`src/rtl/fetch_pkg.sv`:
```
// Shared types for the instruction fetch sequencer: FSM states, FIFO entry layout, defaults.
package fetch_pkg;

    typedef enum logic [1:0] {
        StBoot,
        StReq,
        StWait,
        StDiscard
    } fetch_state_t;

    localparam logic [31:0] DEFAULT_RESET_PC = 32'h0000_0000;

    // One buffered fetch: the instruction address, its successor and the word itself.
    typedef struct packed {
        logic [31:0] pc;
        logic [31:0] pc4;
        logic [31:0] instr;
    } fetch_entry_t;

    localparam int unsigned ENTRY_W = $bits(fetch_entry_t);

    function automatic logic [31:0] align_word(input logic [31:0] addr);
        return {addr[31:2], 2'b00};
    endfunction

endpackage

```
`src/rtl/fetch_if.sv`:
```
// Fetch-side bus bundle: redirect input, instruction memory port and decode handshake.
interface fetch_if;

    logic        redirect_valid;
    logic [31:0] redirect_pc;
    logic        imem_req;
    logic [31:0] imem_addr;
    logic        imem_gnt;
    logic        imem_rvalid;
    logic [31:0] imem_rdata;
    logic        out_valid;
    logic        out_ready;
    logic [31:0] out_pc;
    logic [31:0] out_pc_plus4;
    logic [31:0] out_instr;
    logic        fetch_err;

    // Sequencer side.
    modport master (
        input  redirect_valid, redirect_pc, imem_gnt, imem_rvalid, imem_rdata, out_ready,
        output imem_req, imem_addr, out_valid, out_pc, out_pc_plus4, out_instr, fetch_err
    );

    // Memory / decode / EX side.
    modport slave (
        output redirect_valid, redirect_pc, imem_gnt, imem_rvalid, imem_rdata, out_ready,
        input  imem_req, imem_addr, out_valid, out_pc, out_pc_plus4, out_instr, fetch_err
    );

endinterface

```
`src/rtl/fetch_fifo.sv`:
```
// Synchronous FIFO with flush; head is read combinationally, no write-to-read bypass.
module fetch_fifo #(
    parameter int unsigned DEPTH = 2,
    parameter int unsigned WIDTH = 96
) (
    input  logic                     clk,
    input  logic                     rst,
    input  logic                     flush,
    input  logic                     push,
    input  logic [WIDTH-1:0]         wdata,
    input  logic                     pop,
    output logic                     valid,
    output logic [WIDTH-1:0]         rdata,
    output logic [$clog2(DEPTH):0]   count
);

    localparam int unsigned PTR_W = $clog2(DEPTH);
    localparam int unsigned CNT_W = PTR_W + 1;
    localparam logic [CNT_W-1:0] FULL_CNT = CNT_W'(DEPTH);

    logic [WIDTH-1:0] mem_q [DEPTH];
    logic [PTR_W-1:0] wr_ptr_q;
    logic [PTR_W-1:0] rd_ptr_q;
    logic [CNT_W-1:0] count_q;
    logic             full;
    logic             do_push;
    logic             do_pop;

    assign full    = (count_q == FULL_CNT);
    assign valid   = (count_q != '0);
    assign do_pop  = pop && valid;
    // A push into a full FIFO is only taken when the head leaves in the same cycle.
    assign do_push = push && (!full || do_pop);
    assign rdata   = mem_q[rd_ptr_q];
    assign count   = count_q;

    // Pointer and occupancy tracking; flush wins over push/pop.
    always_ff @(posedge clk or negedge rst) begin
        if (!rst) begin
            wr_ptr_q <= '0;
            rd_ptr_q <= '0;
            count_q  <= '0;
        end else if (flush) begin
            wr_ptr_q <= '0;
            rd_ptr_q <= '0;
            count_q  <= '0;
        end else begin
            if (do_push) wr_ptr_q <= wr_ptr_q + PTR_W'(1);
            if (do_pop)  rd_ptr_q <= rd_ptr_q + PTR_W'(1);
            count_q <= count_q + CNT_W'(do_push) - CNT_W'(do_pop);
        end
    end

    // Storage array, written on accepted pushes.
    always_ff @(posedge clk) begin
        if (do_push && !flush) mem_q[wr_ptr_q] <= wdata;
    end

endmodule

```
`src/rtl/fetch_sequencer.sv`:
```
// Program counter owner and single-outstanding instruction fetch sequencer with redirect flush.
module fetch_sequencer
    import fetch_pkg::*;
#(
    parameter logic [31:0] RESET_PC  = DEFAULT_RESET_PC,
    parameter int unsigned BUF_DEPTH = 2
) (
    input  logic     clk,
    input  logic     rst,
    fetch_if.master  bus
);

    localparam int unsigned CNT_W = $clog2(BUF_DEPTH) + 1;
    localparam logic [CNT_W-1:0] DEPTH_CNT = CNT_W'(BUF_DEPTH);

    fetch_state_t   state_q, state_d;
    logic [31:0]    pc_q, pc_d;
    logic [31:0]    pc_issued_q, pc_issued_d;
    logic           fetch_err_q;
    logic           req;
    logic           push;
    logic           pop;
    logic           head_valid;
    logic [CNT_W-1:0] fifo_count;
    fetch_entry_t   push_entry;
    fetch_entry_t   head_entry;
    logic           slot_free;
    logic           granted;

    // A request is only raised when the response already has a FIFO slot reserved.
    assign slot_free = (fifo_count < DEPTH_CNT);
    assign granted   = req && bus.imem_gnt;

    // Next-state, PC update and memory request generation; redirect overrides everything.
    always_comb begin
        state_d     = state_q;
        pc_d        = pc_q;
        pc_issued_d = pc_issued_q;
        req         = 1'b0;
        push        = 1'b0;

        unique case (state_q)
            StBoot: state_d = StReq;
            StReq: begin
                req = slot_free;
                if (req && bus.imem_gnt) begin
                    pc_d        = pc_q + 32'd4;
                    pc_issued_d = pc_q;
                    state_d     = StWait;
                end
            end
            StWait: begin
                if (bus.imem_rvalid) begin
                    push    = 1'b1;
                    state_d = StReq;
                end
            end
            StDiscard: begin
                if (bus.imem_rvalid) state_d = StReq;
            end
            default: state_d = StBoot;
        endcase

        if (bus.redirect_valid) begin
            pc_d = align_word(bus.redirect_pc);
            push = 1'b0;
            unique case (state_q)
                StBoot:    state_d = StReq;
                StReq:     state_d = granted ? StDiscard : StReq;
                StWait:    state_d = bus.imem_rvalid ? StReq : StDiscard;
                // Response that arrives alongside the redirect is the stale one being awaited.
                StDiscard: state_d = bus.imem_rvalid ? StReq : StDiscard;
                default:   state_d = StBoot;
            endcase
        end
    end

    // State, PC and misaligned-redirect flag registers.
    always_ff @(posedge clk or negedge rst) begin
        if (!rst) begin
            state_q     <= StBoot;
            pc_q        <= RESET_PC;
            pc_issued_q <= RESET_PC;
            fetch_err_q <= 1'b0;
        end else begin
            state_q     <= state_d;
            pc_q        <= pc_d;
            pc_issued_q <= pc_issued_d;
            fetch_err_q <= bus.redirect_valid && (bus.redirect_pc[1:0] != 2'b00);
        end
    end

    assign push_entry = '{pc: pc_issued_q, pc4: pc_issued_q + 32'd4, instr: bus.imem_rdata};

    fetch_fifo #(
        .DEPTH (BUF_DEPTH),
        .WIDTH (ENTRY_W)
    ) u_fifo (
        .clk   (clk),
        .rst   (rst),
        .flush (bus.redirect_valid),
        .push  (push),
        .wdata (push_entry),
        .pop   (pop),
        .valid (head_valid),
        .rdata (head_entry),
        .count (fifo_count)
    );

    // Head is hidden from decode during a redirect so nothing stale is consumed.
    assign bus.out_valid    = head_valid && !bus.redirect_valid;
    assign pop              = bus.out_valid && bus.out_ready;
    assign bus.out_pc       = head_entry.pc;
    assign bus.out_pc_plus4 = head_entry.pc4;
    assign bus.out_instr    = head_entry.instr;
    assign bus.imem_req     = req;
    assign bus.imem_addr    = pc_q;
    assign bus.fetch_err    = fetch_err_q;

endmodule

```
`src/flat_wrapper.sv`:
```
// flat-port wrapper written by rule: the top's interface ports become plain ports
module fetch_sequencer_flat import fetch_pkg::*;
#(
    parameter logic [31:0] RESET_PC  = DEFAULT_RESET_PC,
    parameter int unsigned BUF_DEPTH = 2
)
  (clk, rst, bus_redirect_valid, bus_redirect_pc, bus_imem_gnt, bus_imem_rvalid, bus_imem_rdata, bus_out_ready, bus_imem_req, bus_imem_addr, bus_out_valid, bus_out_pc, bus_out_pc_plus4, bus_out_instr, bus_fetch_err);
  fetch_if bus_i ();
  input  logic clk;
  input  logic rst;
  input wire logic [$bits(bus_i.redirect_valid)-1:0] bus_redirect_valid;
  input wire logic [$bits(bus_i.redirect_pc)-1:0] bus_redirect_pc;
  input wire logic [$bits(bus_i.imem_gnt)-1:0] bus_imem_gnt;
  input wire logic [$bits(bus_i.imem_rvalid)-1:0] bus_imem_rvalid;
  input wire logic [$bits(bus_i.imem_rdata)-1:0] bus_imem_rdata;
  input wire logic [$bits(bus_i.out_ready)-1:0] bus_out_ready;
  output wire logic [$bits(bus_i.imem_req)-1:0] bus_imem_req;
  output wire logic [$bits(bus_i.imem_addr)-1:0] bus_imem_addr;
  output wire logic [$bits(bus_i.out_valid)-1:0] bus_out_valid;
  output wire logic [$bits(bus_i.out_pc)-1:0] bus_out_pc;
  output wire logic [$bits(bus_i.out_pc_plus4)-1:0] bus_out_pc_plus4;
  output wire logic [$bits(bus_i.out_instr)-1:0] bus_out_instr;
  output wire logic [$bits(bus_i.fetch_err)-1:0] bus_fetch_err;
  assign bus_i.redirect_valid = bus_redirect_valid;
  assign bus_i.redirect_pc = bus_redirect_pc;
  assign bus_i.imem_gnt = bus_imem_gnt;
  assign bus_i.imem_rvalid = bus_imem_rvalid;
  assign bus_i.imem_rdata = bus_imem_rdata;
  assign bus_i.out_ready = bus_out_ready;
  assign bus_imem_req = bus_i.imem_req;
  assign bus_imem_addr = bus_i.imem_addr;
  assign bus_out_valid = bus_i.out_valid;
  assign bus_out_pc = bus_i.out_pc;
  assign bus_out_pc_plus4 = bus_i.out_pc_plus4;
  assign bus_out_instr = bus_i.out_instr;
  assign bus_fetch_err = bus_i.fetch_err;
  fetch_sequencer #(.RESET_PC(RESET_PC), .BUF_DEPTH(BUF_DEPTH)) u_core (.clk(clk), .rst(rst), .bus(bus_i));
endmodule
```
`config.mk`:
```
export PLATFORM = sky130hd
export DESIGN_NAME = fetch_sequencer_flat
export DESIGN_NICKNAME = d
export VERILOG_FILES = /design/src/rtl/fetch_pkg.sv /design/src/rtl/fetch_if.sv /design/src/rtl/fetch_fifo.sv /design/src/rtl/fetch_sequencer.sv /design/src/flat_wrapper.sv
export SDC_FILE = /design/constraint.sdc
export NUM_CORES = 1
export LEC_CHECK = 0
export ABC_AREA = 0
export CAP_MARGIN = 10
export CORE_ASPECT_RATIO = 1.25
export CORE_MARGIN = 4
export CORE_UTILIZATION = 45
export DETAILED_ROUTE_END_ITERATION = 8
export PLACE_DENSITY = 0.71
export SETUP_SLACK_MARGIN = 0.05
export SYNTH_ARGS = -nofsm -noshare
export SYNTH_HDL_FRONTEND = slang
export SYNTH_SLANG_ARGS = --single-unit
export TNS_END_PERCENT = 30
```
`constraint.sdc`:
```
create_clock -name clk -period 11.3 [get_ports clk]
set_input_delay 2.26 -clock clk [delete_from_list [all_inputs] [get_ports clk]]
set_output_delay 2.26 -clock clk [all_outputs]
set_load 0.02 [all_outputs]
```
# Word-level counts from Yosys, hierarchy flattened
# Memories as Yosys holds them, arrays and structs flattened.
# Cells that the tools add are included.
dict set report word_totals {
  ff_bits 71
  mem_bits_rw 192
  inputBits 70
  output_inout_bits 131
  word_cells 64
  n_memories 1
}
dict set report op_classes {
  add_sub_neg 6
  n_lt_le_gt_ge 1
  n_eq_ne 6
  n_mux 21
  n_reduce_logical 22
}
# name words width read_ports rd_clocked_by_memory_dff wr line
set memory_table {}
lappend memory_table {u_core.u_fifo.mem_q 2 96 1 0 1 fetch_fifo.sv:21} ;# logic [WIDTH-1:0] mem_q [DEPTH];
# cell n
set op_table {}
lappend op_table {{32-bit 2-to-1 mux} 3}
lappend op_table {{32-bit by 3-bit adder with 32-bit output (second input constant)} 2}
lappend op_table {{2-bit 2-to-1 mux} 6}
lappend op_table {{2-bit case mux with 3 select lines} 2}
lappend op_table {{2-bit nonzero test} 6}
lappend op_table {{1-bit 2-to-1 mux} 10}
lappend op_table {{1-bit logical AND} 8}
lappend op_table {{2-bit equality test (second input constant)} 3}
lappend op_table {{2-bit AND reduction} 3}
lappend op_table {{3-bit by 1-bit != test with 1-bit output (second input constant)} 1}
lappend op_table {{3-bit by 2-bit != test with 1-bit output (second input constant)} 1}
lappend op_table {{1-bit adder (second input constant)} 2}
lappend op_table {{2-bit by 1-bit adder with 2-bit output} 1}
lappend op_table {{2-bit by 1-bit equality test with 1-bit output (second input constant)} 1}
lappend op_table {{1-bit zero test} 2}
lappend op_table {{2-bit zero test} 1}
lappend op_table {{2-bit < comparator (second input constant)} 1}
lappend op_table {{2-bit OR reduction} 1}
lappend op_table {{2-bit by 1-bit subtractor with 2-bit output} 1}
lappend op_table {{1-bit logical OR} 1}

# Depth between registers and ports, before layout
# Gate-level depths: netlist of the first run.
dict set report logic_depth {
  ltp_word 9
  ltp_mapped 8
  mapped_depth_nobuf 8
}

# By module
# From an unflattened synthesis of the first run, not the netlist that was laid out.
dict set report unflattened {
  hier_cells 752
  hier_area_um2 10755.3
}
# mod n_inst cells_per_inst area_per_inst_um2 seq_area_each_um2
set by_module_without_submodules {}
lappend by_module_without_submodules {fetch_fifo 1 321 7171.9 5865.6}
lappend by_module_without_submodules {fetch_sequencer 1 431 3583.4 1576.5}

# Worst setup path after synthesis of the first run
# No wires, ideal clock.
dict set report synth_timing {
  path_kind {input-to-reg}
  startpoint {input port bus_redirect_valid}
  endpoint {memory u_core.u_fifo.mem_q[0][0], enable pin}
  setup_ns 0.545
  t_arrival_ns 6.745
  required_time_ns 10.755
  setup_slack_ns 4.010
  path_stages 4
  n_path_buf 1
  cell_sequence {clkbuf_1 > nor4b_1 > nand2_1 > nor2_1}
}
dict set report synth_via {
  elab_chain_len 9
  elab_cells_between_ends 10
  classes_between {mux: 3; reduce/logical: 7}
}
# element line
set synth_rtl {}
lappend synth_rtl {{start, declared} flat_wrapper.sv:11} ;# input wire logic [$bits(bus_i.redirect_valid)-1:0] bus_redirect_valid;
lappend synth_rtl {{1-bit zero test} {fetch_fifo.sv:56, fetch_sequencer.sv:111}}
lappend synth_rtl {{1-bit logical AND} fetch_sequencer.sv:111} ;# assign bus.out_valid = head_valid && !bus.redirect_valid;
lappend synth_rtl {{1-bit logical AND} fetch_sequencer.sv:112} ;# assign pop = bus.out_valid && bus.out_ready;
lappend synth_rtl {{1-bit logical AND} fetch_fifo.sv:31} ;# assign do_pop = pop && valid;
lappend synth_rtl {{1-bit logical OR} fetch_fifo.sv:33} ;# assign do_push = push && (!full || do_pop);
lappend synth_rtl {{1-bit logical AND} fetch_fifo.sv:33}
lappend synth_rtl {{1-bit logical AND (*)} fetch_fifo.sv:56} ;# if (do_push && !flush) mem_q[wr_ptr_q] <= wdata;
lappend synth_rtl {{1-bit 2-to-1 mux (*)} fetch_fifo.sv:56}
lappend synth_rtl {{1-bit 2-to-1 mux (implied by the code) (*)} fetch_fifo.sv:56}
lappend synth_rtl {{end, declared} fetch_fifo.sv:21}
# Every way passes the cells marked *; elsewhere a longest branch is shown, timed or not.

# Final worst setup path of the first run
dict set report layout_timing {
  startpoint {input port bus_redirect_valid}
  endpoint {output port bus_out_valid}
}
dict set report layout_via {
  elab_chain_len 2
}
# element line
set layout_rtl {}
lappend layout_rtl {{1-bit zero test} fetch_sequencer.sv:111}
lappend layout_rtl {{1-bit logical AND} fetch_sequencer.sv:111}
lappend layout_rtl {{end, declared} flat_wrapper.sv:19} ;# output wire logic [$bits(bus_i.out_valid)-1:0] bus_out_valid;
# Every way passes these cells.

==> impl_results.md, run 1 <==
* Status: finished, final reports clean
* Peak supply drop at 98.1 uV
* Site row count at 61
* Final setup fails at 0
* Share of cells above drive strength 1 at 0.205
* Vias in the first global route at 6,091
* Total CTS buffers at 25
* Clock slew at reported path FFs at 0.06 ns
* Hold WC Path Type: flip-flop to flip-flop
* Post-synth top area share at 0.536
* Setup TNS at 0 ns
* Synth cell count leaders: edfxtp_1, mux2_2, dfrtp_1, nand2_1, xnor2_1
* Async SR Flop Fraction at 0.267
* Die Y at 177 um
* Congestion Overflow GR at 0
* Worst Hold Launch: u_core.pc_issued_q[31]$_DFFE_PN0P_
* Hold depth at 0
* P&R area growth vs syn at 29.8%
* DRC Markers at 0
* Top-count cell post-synth: edfxtp_1
* Sink Count at 251
* Hold endpoint: u_core.u_fifo.mem_q[1][95]$_DFFE_PP_
* Slew @ Worst Pin at 1.03 ns
* Core Footprint at 22,400 um2
* R2r startpoint: u_core.state_q[0]$_DFFE_PN0P_
* FF/Latch Area at 7210 um2
* Drt pass-1 iters at 4
* Post-synth EDFFs at 184
* Diodes inserted at 0
* Post-synth top area cell: edfxtp_1
* Die Footprint at 25,400 um2
* Overall Global Routing Usage at 0.168
* Largest net degree at the start of global routing at 73
* Initial antenna violation count at 0
* Crit path max fanout at 64
* Root Buffer: clkbuf_16
* Main flop type after synthesis: edfxtp_1
* Die X at 143 um
* DR iter-0 viols at 316
* Clock Tree Buf Depth at 3
* Antenna-violating nets left at 0
* WL/cell at 18.6 um
* CTS tree: built
* Drt total wl at 21,600 um
* First-pass GRT wire length at 33,900 um
* Avg Cell Area, Syn at 15.7 um2
* Power Density at 172 nW/um2
* Slew margin rel. at 0.312
* YS warnings at 0
* WP data required at 9.04 ns
* Setup crit start: bus_redirect_valid
* WL met2 at 10,500 um
* Syn Std Cell Area at 10,300 um2
* Hold Fails Final Rpt at 0
* Hold_buf cts at 0
* Final Max Slew Viols at 0
* Final period utilization at 0.530
* DRT met1 WL at 9300 um
* Synthesized flop and latch total at 251
* Top sig layer: met4
* Hold WS at 0.550 ns
* Via count at 5,949
* Multi-input combinational cell area at 2990 um2
* Filler instances at 1,788
* Kind of critical path: input port to output pin
* Worst r2r dst: u_core.u_fifo.mem_q[0][91]$_DFFE_PP_
* Reg-to-reg setup timing slack at 8.29 ns
* CTS resizes at 0
* Unrepaired setup endpoints after global routing: no
* Setup crit end kind: output pin
* Post-Syn Instances at 658
* Final Critical Period at 5.99 ns
* Data arrival, critical path at 3.73 ns
* Detailed placement HPWL at 14,100 um
* Pleak at 4.69 nW
* F_max at 167 MHz
* RD Place Congestion at 0.752
* Area contributors post-synth: edfxtp_1, dfrtp_1, mux2_2, xnor2_1, nand2_1
* H-tree depth at 1
* MaxCap Viol Count at 0
* Worst-Skew Late Latency at 0.50 ns
* Worst reg2reg path depth at 4
* IO Pins at 201
* Count of buffers from port buffering at 194
* Initial Util at 0.460
* Clock Skew at 0.00945 ns
* DR vias/cell at 5.12
* CP Launch Type: input port
* Sequential fraction of the synthesis area at 0.698
* Met3 WL post-DR at 1430 um
* Post-CTS Setup Bufs at 0
* Fin nets at 934
* Netlist cell types at 37
placed cells by master (no fill, tap or decap), types with 5 or more instances in the layout:
cell             count
nand3_1             16
nand4_1             11
xnor2_1             41
clkdlybuf4s50_1    192
nand2_1             55
conb_1               6
clkbuf_8             5
inv_1                8
dfrtp_1             66
clkbuf_1             5
xor2_1              18
and4_1               5
clkbuf_16           26
mux2_2             125
nor3_1              10
nor4_1               6
o21ai_0             25
nor2_1              19
and3_1               7
buf_4                6
edfxtp_1           184
report_power, final:
| part | leakage (nW) | internal (mW) | switching, mW | total, mW |
|---|---|---|---|---|
| logic | 1.81 | 0.152 | 0.132 | 0.284 |
| registers | 2.48 | 1.10 | 0.102 | 1.20 |
| clock network | 0.407 | 0.497 | 0.325 | 0.822 |
| total | 4.69 | 1.75 | 0.558 | 2.31 |
worst max-delay path by stage:
stage                                                endpoint  slack (ns)  cells past startpoint
after global routing                            bus_out_valid        5.13                      3
after floorplan           u_core.u_fifo.mem_q[0][0]$_DFFE_PP_        4.01                      4
after detailed placement                        bus_out_valid        5.31                      3
after global placement                          bus_out_valid        5.31                      3
after CTS                                       bus_out_valid        5.29                      3
final                                           bus_out_valid        5.31                      3
cell type report:
type / instances / area share
Multi-Input combinational cell: 375 / 0.224
Clock buffer: 36 / 0.0552
Clock inverter: 9 / 0.00701
Inverter: 8 / 0.00224
Sequential cell: 251 / 0.538
Tap cell: 283 / 0.0265
Timing Repair Buffer: 199 / 0.147
through the flow:
stage	setup slack (ns)	cells	cell area, um2	total power [mW]	utilization
final	5.31	1161	13400	2.31	0.597
after global routing	5.13	1161	13400	2.42	0.597
after global placement	5.31	1116	12600	1.50	0.559
after CTS	5.29	1161	13400	2.34	0.597
after floorplan	4.01	663	10300	1.37	-
after detailed placement	5.31	1116	12600	1.51	0.559
critical path: stages:
cell and delay, ns:
buf_2 0.74, nor2_1 0.14, clkdlybuf4s50_1 0.58
metal layers:
layer | vias up | track usage
met5 | - | 0
met4 | 0 | 0.0381
met3 | 28 | 0.0335
met2 | 160 | 0.274
met1 | 2946 | 0.234
li1 | 2815 | -
state kept, by name (all words and copies together) (netlist names):
signal and count:
u_core.u_fifo.mem_q 184, u_core.u_fifo.count 2, u_core.u_fifo.wr_ptr_q 1, u_core.u_fifo.rd_ptr_q 1, u_core.pc_issued_q 30, u_core.state_q 2
u_core.bus.fetch_err 1, u_core.bus.imem_addr 30
cell families after synthesis:
| logic type | after synthesis | synth area share |
|---|---|---|
| DFF | 251 | 0.698 |
| and+or+nand+nor | 148 | 0.0756 |
| muxes | 127 | 0.138 |
| xor gates and xnor gates | 59 | 0.0501 |
| buffers and inverters | 37 | 0.0166 |
| AOI/OAI and AO/OA | 31 | 0.0160 |
| adders and majority gates | 4 | 0.00485 |
| other | 1 | 0.000364 |
Power figures use the tool's default switching activity.
==> run 2, diff against run 1 <==
--- a/config.mk
+++ b/config.mk
@@ -11,7 +11,7 @@
 export CORE_MARGIN = 4
 export CORE_UTILIZATION = 45
 export DETAILED_ROUTE_END_ITERATION = 8
-export PLACE_DENSITY = 0.71
+export PLACE_DENSITY = 0.74
 export SETUP_SLACK_MARGIN = 0.05
 export SYNTH_ARGS = -nofsm -noshare
 export SYNTH_HDL_FRONTEND = slang
==> constraint.sdc (replaced) <==
create_clock -name clk -period 5.1 [get_ports clk]
set_input_delay 1.02 -clock clk [delete_from_list [all_inputs] [get_ports clk]]
set_output_delay 1.02 -clock clk [all_outputs]
set_load 0.02 [all_outputs]
==> run 2 against run 1 <==
  * Global-route usage grew 0.060 points
  * Design area down 0.21%
  * Clock skew grew 0.00086 ns
  * Hold slack lost 0.013 ns
  * Clock-buffer cell count is 1 higher
  * Via count up 0.89%
  * Worst setup slack worse by 4.1 ns
  * Critical path depth stayed put
  * Wire length rose by 1.5%
  * Non-clock buffer count increased by 3
  * Die area unchanged
  * Register-to-register slack got worse by 5.7 ns
  * Largest power group unchanged
  * Highest routed layer unchanged
==> impl_results.md, run 2 (synthesis results as in run 1) <==
* Pwr Total at 5.03 mW (+120%)
* Finished Cell Area at 13,400 um2 (-0.21%)
* Pleak at 4.68 nW (-0.27%)
* WP data required at 4.08 ns (-4.96 ns)
* Largest net degree at the start of global routing at 68 (-6.8%)
* WL/cell at 18.8 um (+1.2%)
* Sw frac at 0.245 (+0.00318)
* CTS resizes at 0 (unchanged)
* Hold endpoint: u_core.u_fifo.mem_q[1][95]$_DFFE_PP_
* Congestion Overflow GR at 0 (unchanged)
* Core Footprint at 22,400 um2 (unchanged)
* Hold_buf cts at 0 (unchanged)
* Diodes inserted at 0 (unchanged)
* Count of buffers from port buffering at 194 (unchanged)
* Antenna-violating nets left at 0 (unchanged)
* Clock Tree Buf Depth at 3 (unchanged)
* DR iter-0 viols at 319 (+0.95%)
* CP Launch Type: flip-flop
* Largest register FFs at 184 (unchanged)
* Drt total wl at 21,900 um (+1.5%)
* MaxCap Viol Count at 0 (unchanged)
* Via count at 6,002 (+0.89%)
* Most common cell after layout, fill and taps aside: clkdlybuf4s50_1
* Clock Skew at 0.0103 ns (+0.000863 ns)
* Power Density at 377 nW/um2 (+120%)
* Cell count after placement at 1,119 (+0.27%)
* Die Y at 177 um (unchanged)
* Filler instances at 1,782 (-0.34%)
* Peak supply drop at 239 uV (+140%)
* Drt pass-1 iters at 4 (unchanged)
* CP cell instances: buf_4, mux2_2, clkdlybuf4s50_1
* Data arrival, critical path at 2.83 ns (-0.90 ns)
* IO Pins at 201 (unchanged)
* Site row count at 61 (unchanged)
* Worst r2r dst: u_core.u_fifo.mem_q[1][60]$_DFFE_PP_
* Hold WC Path Type: flip-flop to flip-flop
* Root Buffer: clkbuf_16
* RD Place Congestion at 0.776 (+3.1%)
* Sw power at 1.23 mW (+120%)
* Non-filler cells, final at 1,164 (+0.26%)
* Unrepaired setup endpoints after global routing: no
* Fin nets at 937 (+0.32%)
* Clock slew at reported path FFs at 0.06 ns (about the same)
* Clk pwr share at 0.344 (-0.012)
* Final core occ at 0.595 (-0.00128)
* CTS tree: built
* Initial antenna violation count at 0 (unchanged)
* Flop pwr share at 0.531 (+0.010)
* Final Max Slew Viols at 0 (unchanged)
* Final period utilization at 0.756
* Die X at 143 um (unchanged)
* Combinational Power Share at 0.125 (+0.002)
* Hold Fails Final Rpt at 0 (unchanged)
* Crit path max fanout at 55 (-14%)
* Dpl cell area at 12,600 um2 (+0.28%)
* Worst-Skew Late Latency at 0.51 ns (about the same)
* Cell family with most CP delay: buffers and inverters
* Overall Global Routing Usage at 0.168 (+0.000603)
* Worst Hold Launch: u_core.pc_issued_q[31]$_DFFE_PN0P_
* H-tree depth at 1 (unchanged)
* Hold WS at 0.537 ns (-0.0131 ns)
* Post-CTS Setup Bufs at 0 (unchanged)
* Setup crit end kind: output pin
* Final setup fails at 0 (unchanged)
* Sink Count at 251 (unchanged)
* Kind of critical path: flip-flop to output pin
* Crit-path max cell delay at 0.89 ns (+0.15 ns)
* Detailed placement HPWL at 14,800 um (+5.3%)
* Worst reg2reg path depth at 5 (+1)
* Buffer and inverter count on the worst path at 2 (unchanged)
* Share of cells above drive strength 1 at 0.202 (-0.00297)
* Initial Util at 0.460 (unchanged)
* Most frequent cells in the layout: clkdlybuf4s50_1, edfxtp_1, mux2_2
* Final Critical Period at 3.85 ns
* DRC Markers at 0 (unchanged)
* P&R area growth vs syn at 29.5%
* Slew @ Worst Pin at 0.987 ns (-0.0452 ns)
* Slew margin rel. at 0.342 (+0.0301)
* Critical-path top delay cell: dfrtp_4
* First-pass GRT wire length at 33,900 um (-0.22%)
* Die Footprint at 25,400 um2 (unchanged)
* Int Pwr at 3.80 mW (+120%)
* Biggest register: u_core.u_fifo.mem_q
* Status: finished, final reports clean
* Vias in the first global route at 6,074 (-0.28%)
* Total CTS buffers at 25 (unchanged)
* F_max at 259 MHz
* DR vias/cell at 5.16 (+0.63%)
* Hold depth at 0 (unchanged)
* R2r startpoint: u_core.pc_issued_q[4]$_DFFE_PN0P_
* Reg-to-reg setup timing slack at 2.61 ns (-5.68 ns)
-- run 2: cell count changes in the layout (fill, tap and decap cells not counted), sizes merged --
cell,delta
clkinvlp,-1
buf,+3
clkbuf,+1
-- run 2: power groups by stage --
stage / clock, mW / sequential [mW] / combinational, mW
after floorplan: 0 / 2.65 / 0.375
after global placement: 0 / 2.70 / 0.618
after detailed placement: 0 / 2.71 / 0.636
after CTS: 1.78 / 2.67 / 0.639
after global routing: 1.87 / 2.70 / 0.685
final: 1.73 / 2.67 / 0.631
-- run 2: worst max-delay path by stage --
stage / cells after the start / to / slack, ns / start
after CTS: 3 / bus_out_instr[26] / 1.16 / u_core.u_fifo.rd_ptr_q$_DFFE_PN0P_
after global routing: 3 / bus_out_instr[14] / 1.13 / u_core.u_fifo.rd_ptr_q$_DFFE_PN0P_
after floorplan: 4 / u_core.u_fifo.mem_q[1][0]$_DFFE_PP_ / -0.93 / bus_redirect_valid
after global placement: 5 / u_core.u_fifo.mem_q[1][27]$_DFFE_PP_ / 1.50 / bus_redirect_valid
final: 3 / bus_out_instr[26] / 1.25 / u_core.u_fifo.rd_ptr_q$_DFFE_PN0P_
after detailed placement: 5 / u_core.u_fifo.mem_q[1][27]$_DFFE_PP_ / 1.42 / bus_redirect_valid
-- run 2: cell type report --
cell class | count | area [um2] | area share
clock buffer | 37 | 681 | 0.0510
clock inverter | 8 | 87.6 | 0.00656
inverter | 8 | 30.0 | 0.00225
multi-input combinational | 375 | 2990 | 0.224
sequential | 251 | 7210 | 0.539
tap | 283 | 354 | 0.0265
timing repair buffer | 202 | 2010 | 0.150
-- run 2: worst register-to-register path, cell delays in order (launching register included) --
cell	delay, ns
dfrtp_1	0.51
nand4_1	0.35
nor4_2	0.66
nand3_1	0.30
nor3_1	0.28
xor2_1	0.12
-- run 2: metrics by stage --
| step | TNS [ns] | worst slack [ns] |
|---|---|---|
| final | 0 | 1.25 |
| after global placement | 0 | 1.50 |
| after CTS | 0 | 1.16 |
| after detailed placement | 0 | 1.42 |
| after global routing | 0 | 1.13 |
| after floorplan | -85.72 | -0.932 |
-- run 2: layer usage --
layer | share of wire | vias to the layer above | global-route usage | wire length, um
met5 | 0 | - | 0 | 0
met4 | 0.017 | 0 | 0.0432 | 380
met3 | 0.065 | 34 | 0.0303 | 1430
met2 | 0.50 | 186 | 0.283 | 11000
met1 | 0.42 | 2950 | 0.227 | 9090
li1 | - | 2832 | - | -
==> run 3, diff against run 2 <==
--- a/config.mk
+++ b/config.mk
@@ -11,7 +11,7 @@
 export CORE_MARGIN = 4
 export CORE_UTILIZATION = 45
 export DETAILED_ROUTE_END_ITERATION = 8
-export PLACE_DENSITY = 0.74
+export PLACE_DENSITY = 0.71
 export SETUP_SLACK_MARGIN = 0.05
 export SYNTH_ARGS = -nofsm -noshare
 export SYNTH_HDL_FRONTEND = slang
==> constraint.sdc (replaced) <==
create_clock -name clk -period 3.7 [get_ports clk]
set_input_delay 0.74 -clock clk [delete_from_list [all_inputs] [get_ports clk]]
set_output_delay 0.74 -clock clk [all_outputs]
set_load 0.02 [all_outputs]
==> run 3 against run 2 <==
  * Hold slack lost 0.22 ns
  * Clock skew shrank 0.00054 ns
  * Utilization grew 0.31 points
  * Critical path depth is the same
  * Clock power grew 42%
  * Cell count grew 0.26%
==> impl_results.md, run 3 (synthesis results as in run 1) <==
* Die Y at 177 um (unchanged)
* DRC Markers at 0 (unchanged)
* Sink Count at 251 (unchanged)
* Unrepaired setup endpoints after global routing: no
* WP data required at 2.96 ns (-1.12 ns)
* Most frequent cells in the layout: clkdlybuf4s50_1, edfxtp_1, mux2_2
* Pwr Total at 7.01 mW (+39%)
* CP Launch Type: flip-flop
* CTS tree: built
* Post-CTS Setup Bufs at 0 (unchanged)
* Core Footprint at 22,400 um2 (unchanged)
* CP cell instances: buf_4, mux2_2, clkdlybuf4s50_1
* Hold Fails Final Rpt at 0 (unchanged)
* Overall Global Routing Usage at 0.172 (+0.00322)
* Share of cells above drive strength 1 at 0.206 (+0.00384)
* P&R area growth vs syn at 30.1%
* H-tree depth at 1 (unchanged)
* Worst-Skew Late Latency at 0.51 ns (about the same)
* Fin nets at 938 (+0.11%)
* DR iter-0 viols at 364 (+14%)
* Setup crit end kind: output pin
* Die Footprint at 25,400 um2 (unchanged)
* Congestion Overflow GR at 0 (unchanged)
* Largest register FFs at 184 (unchanged)
* Final Critical Period at 3.09 ns
* Hold WC Path Type: input port to async pin
* Drt pass-1 iters at 4 (unchanged)
* IO Pins at 201 (unchanged)
* Final setup fails at 0 (unchanged)
* Root Buffer: clkbuf_16
* Initial antenna violation count at 0 (unchanged)
* Diodes inserted at 0 (unchanged)
* Drt total wl at 22,200 um (+1.1%)
* Power Density at 522 nW/um2 (+39%)
* Data arrival, critical path at 2.35 ns (-0.48 ns)
* Critical-path top delay cell: clkdlybuf4s50_1
* Kind of critical path: flip-flop to output pin
* Clock Tree Buf Depth at 3 (unchanged)
* Antenna-violating nets left at 0 (unchanged)
* MaxCap Viol Count at 0 (unchanged)
* Via count at 6,000 (-0.033%)
* DR vias/cell at 5.14 (-0.29%)
* Count of buffers from port buffering at 194 (unchanged)
* Slew @ Worst Pin at 0.865 ns (-0.122 ns)
* CTS resizes at 0 (unchanged)
* Most common cell after layout, fill and taps aside: clkdlybuf4s50_1
* Slew margin rel. at 0.423 (+0.0814)
* WL/cell at 19.0 um (+0.85%)
* Crit path max fanout at 25 (-55%)
* Clock slew at reported path FFs at 0.06 ns (about the same)
* Hold_buf cts at 0 (unchanged)
* First-pass GRT wire length at 34,500 um (+1.8%)
* Final Max Slew Viols at 0 (unchanged)
* Peak supply drop at 330 uV (+38%)
* Site row count at 61 (unchanged)
* Status: finished, final reports clean
* Setup WS pre-CTS at 0.862 ns (-0.556 ns)
* F_max at 324 MHz
* Largest net degree at the start of global routing at 93 (+37%)
* Final period utilization at 0.835
* Final worst slack at 0.612 ns (-0.635 ns)
* Total CTS buffers at 26 (+4.0%)
* Crit-path max cell delay at 0.54 ns (-0.35 ns)
* Biggest register: u_core.u_fifo.mem_q
* RD Place Congestion at 0.754 (-2.7%)
* Clock Skew at 0.00977 ns (-0.000537 ns)
* Detailed placement HPWL at 14,700 um (-0.61%)
* Die X at 143 um (unchanged)
* Initial Util at 0.460 (unchanged)
* Pleak at 4.71 nW (+0.63%)
* Vias in the first global route at 6,358 (+4.7%)
==> run 3: changes by cell type in the layout (fill, tap and decap cells not counted), sizes merged <==
| cell | change |
|---|---|
| clkbuf | +6 |
| clkinv | -1 |
| bufinv | -2 |
==> run 3: layer usage <==
metal | up-vias | global-route usage | wire length, um
met3 | 27 | 0.0373 | 1470
li1 | 2838 | - | -
met5 | - | 0 | 0
met4 | 0 | 0.0432 | 380
met2 | 186 | 0.295 | 11200
met1 | 2949 | 0.221 | 9140
==> run 3: cell type report <==
class	count	area, um2
well taps	283	354
inverters	8	30.0
multi-input cells	375	2990
clock buffers	43	787
clock inverters	5	25.0
fillers	1758	9010
flip-flops and latches	251	7210
repair buffers	202	2030
==> run 3: per-stage QoR <==
step | util | TNS (ns) | area, um2 | hold WS, ns | cells
after global routing | 0.598 | 0 | 13400 | 0.393 | 1167
after CTS | 0.598 | 0 | 13400 | 0.374 | 1167
after global placement | 0.562 | 0 | 12600 | 0.511 | 1119
after floorplan | - | -95.22 | 10300 | 0.444 | 663
final | 0.598 | 0 | 13400 | 0.320 | 1167
after detailed placement | 0.562 | 0 | 12600 | 0.527 | 1119
==> run 3: path summary, 6_finish.rpt <==
| kind | from | end | slack (ns) | cells after the start |
|---|---|---|---|---|
| worst max-delay path | u_core.u_fifo.rd_ptr_q$_DFFE_PN0P_ | bus_out_pc_plus4[2] | 0.61 | 3 |
| worst min-delay path | rst | u_core.bus.fetch_err$_DFF_PN0_ | 0.32 | 1 |
| min in group clk | u_core.pc_issued_q[16]$_DFFE_PN0P_ | u_core.u_fifo.mem_q[1][80]$_DFFE_PP_ | 0.55 | 0 |
| worst max register to register | u_core.pc_issued_q[2]$_DFFE_PN0P_ | u_core.u_fifo.mem_q[1][60]$_DFFE_PP_ | 1.27 | 6 |
| worst min register to register | u_core.pc_issued_q[16]$_DFFE_PN0P_ | u_core.u_fifo.mem_q[1][80]$_DFFE_PP_ | 0.55 | 0 |
| max in group asynchronous | rst | u_core.u_fifo.rd_ptr_q$_DFFE_PN0P_ | 2.71 | 1 |
==> run 3: worst max-delay path: cells and delay by family (launching register included) <==
kind,cells,cell delay [ns]
flops,1,0.50
mux,1,0.41
buf+inv,2,0.91
==> run 3: power breakdown <==
part / internal [mW] / total [mW] / leakage, nW / switching, mW
Clock: 1.45 / 2.46 / 0.400 / 1.01
Combinational: 0.470 / 0.880 / 1.83 / 0.411
Sequential: 3.36 / 3.67 / 2.48 / 0.310
Total: 5.28 / 7.01 / 4.71 / 1.73
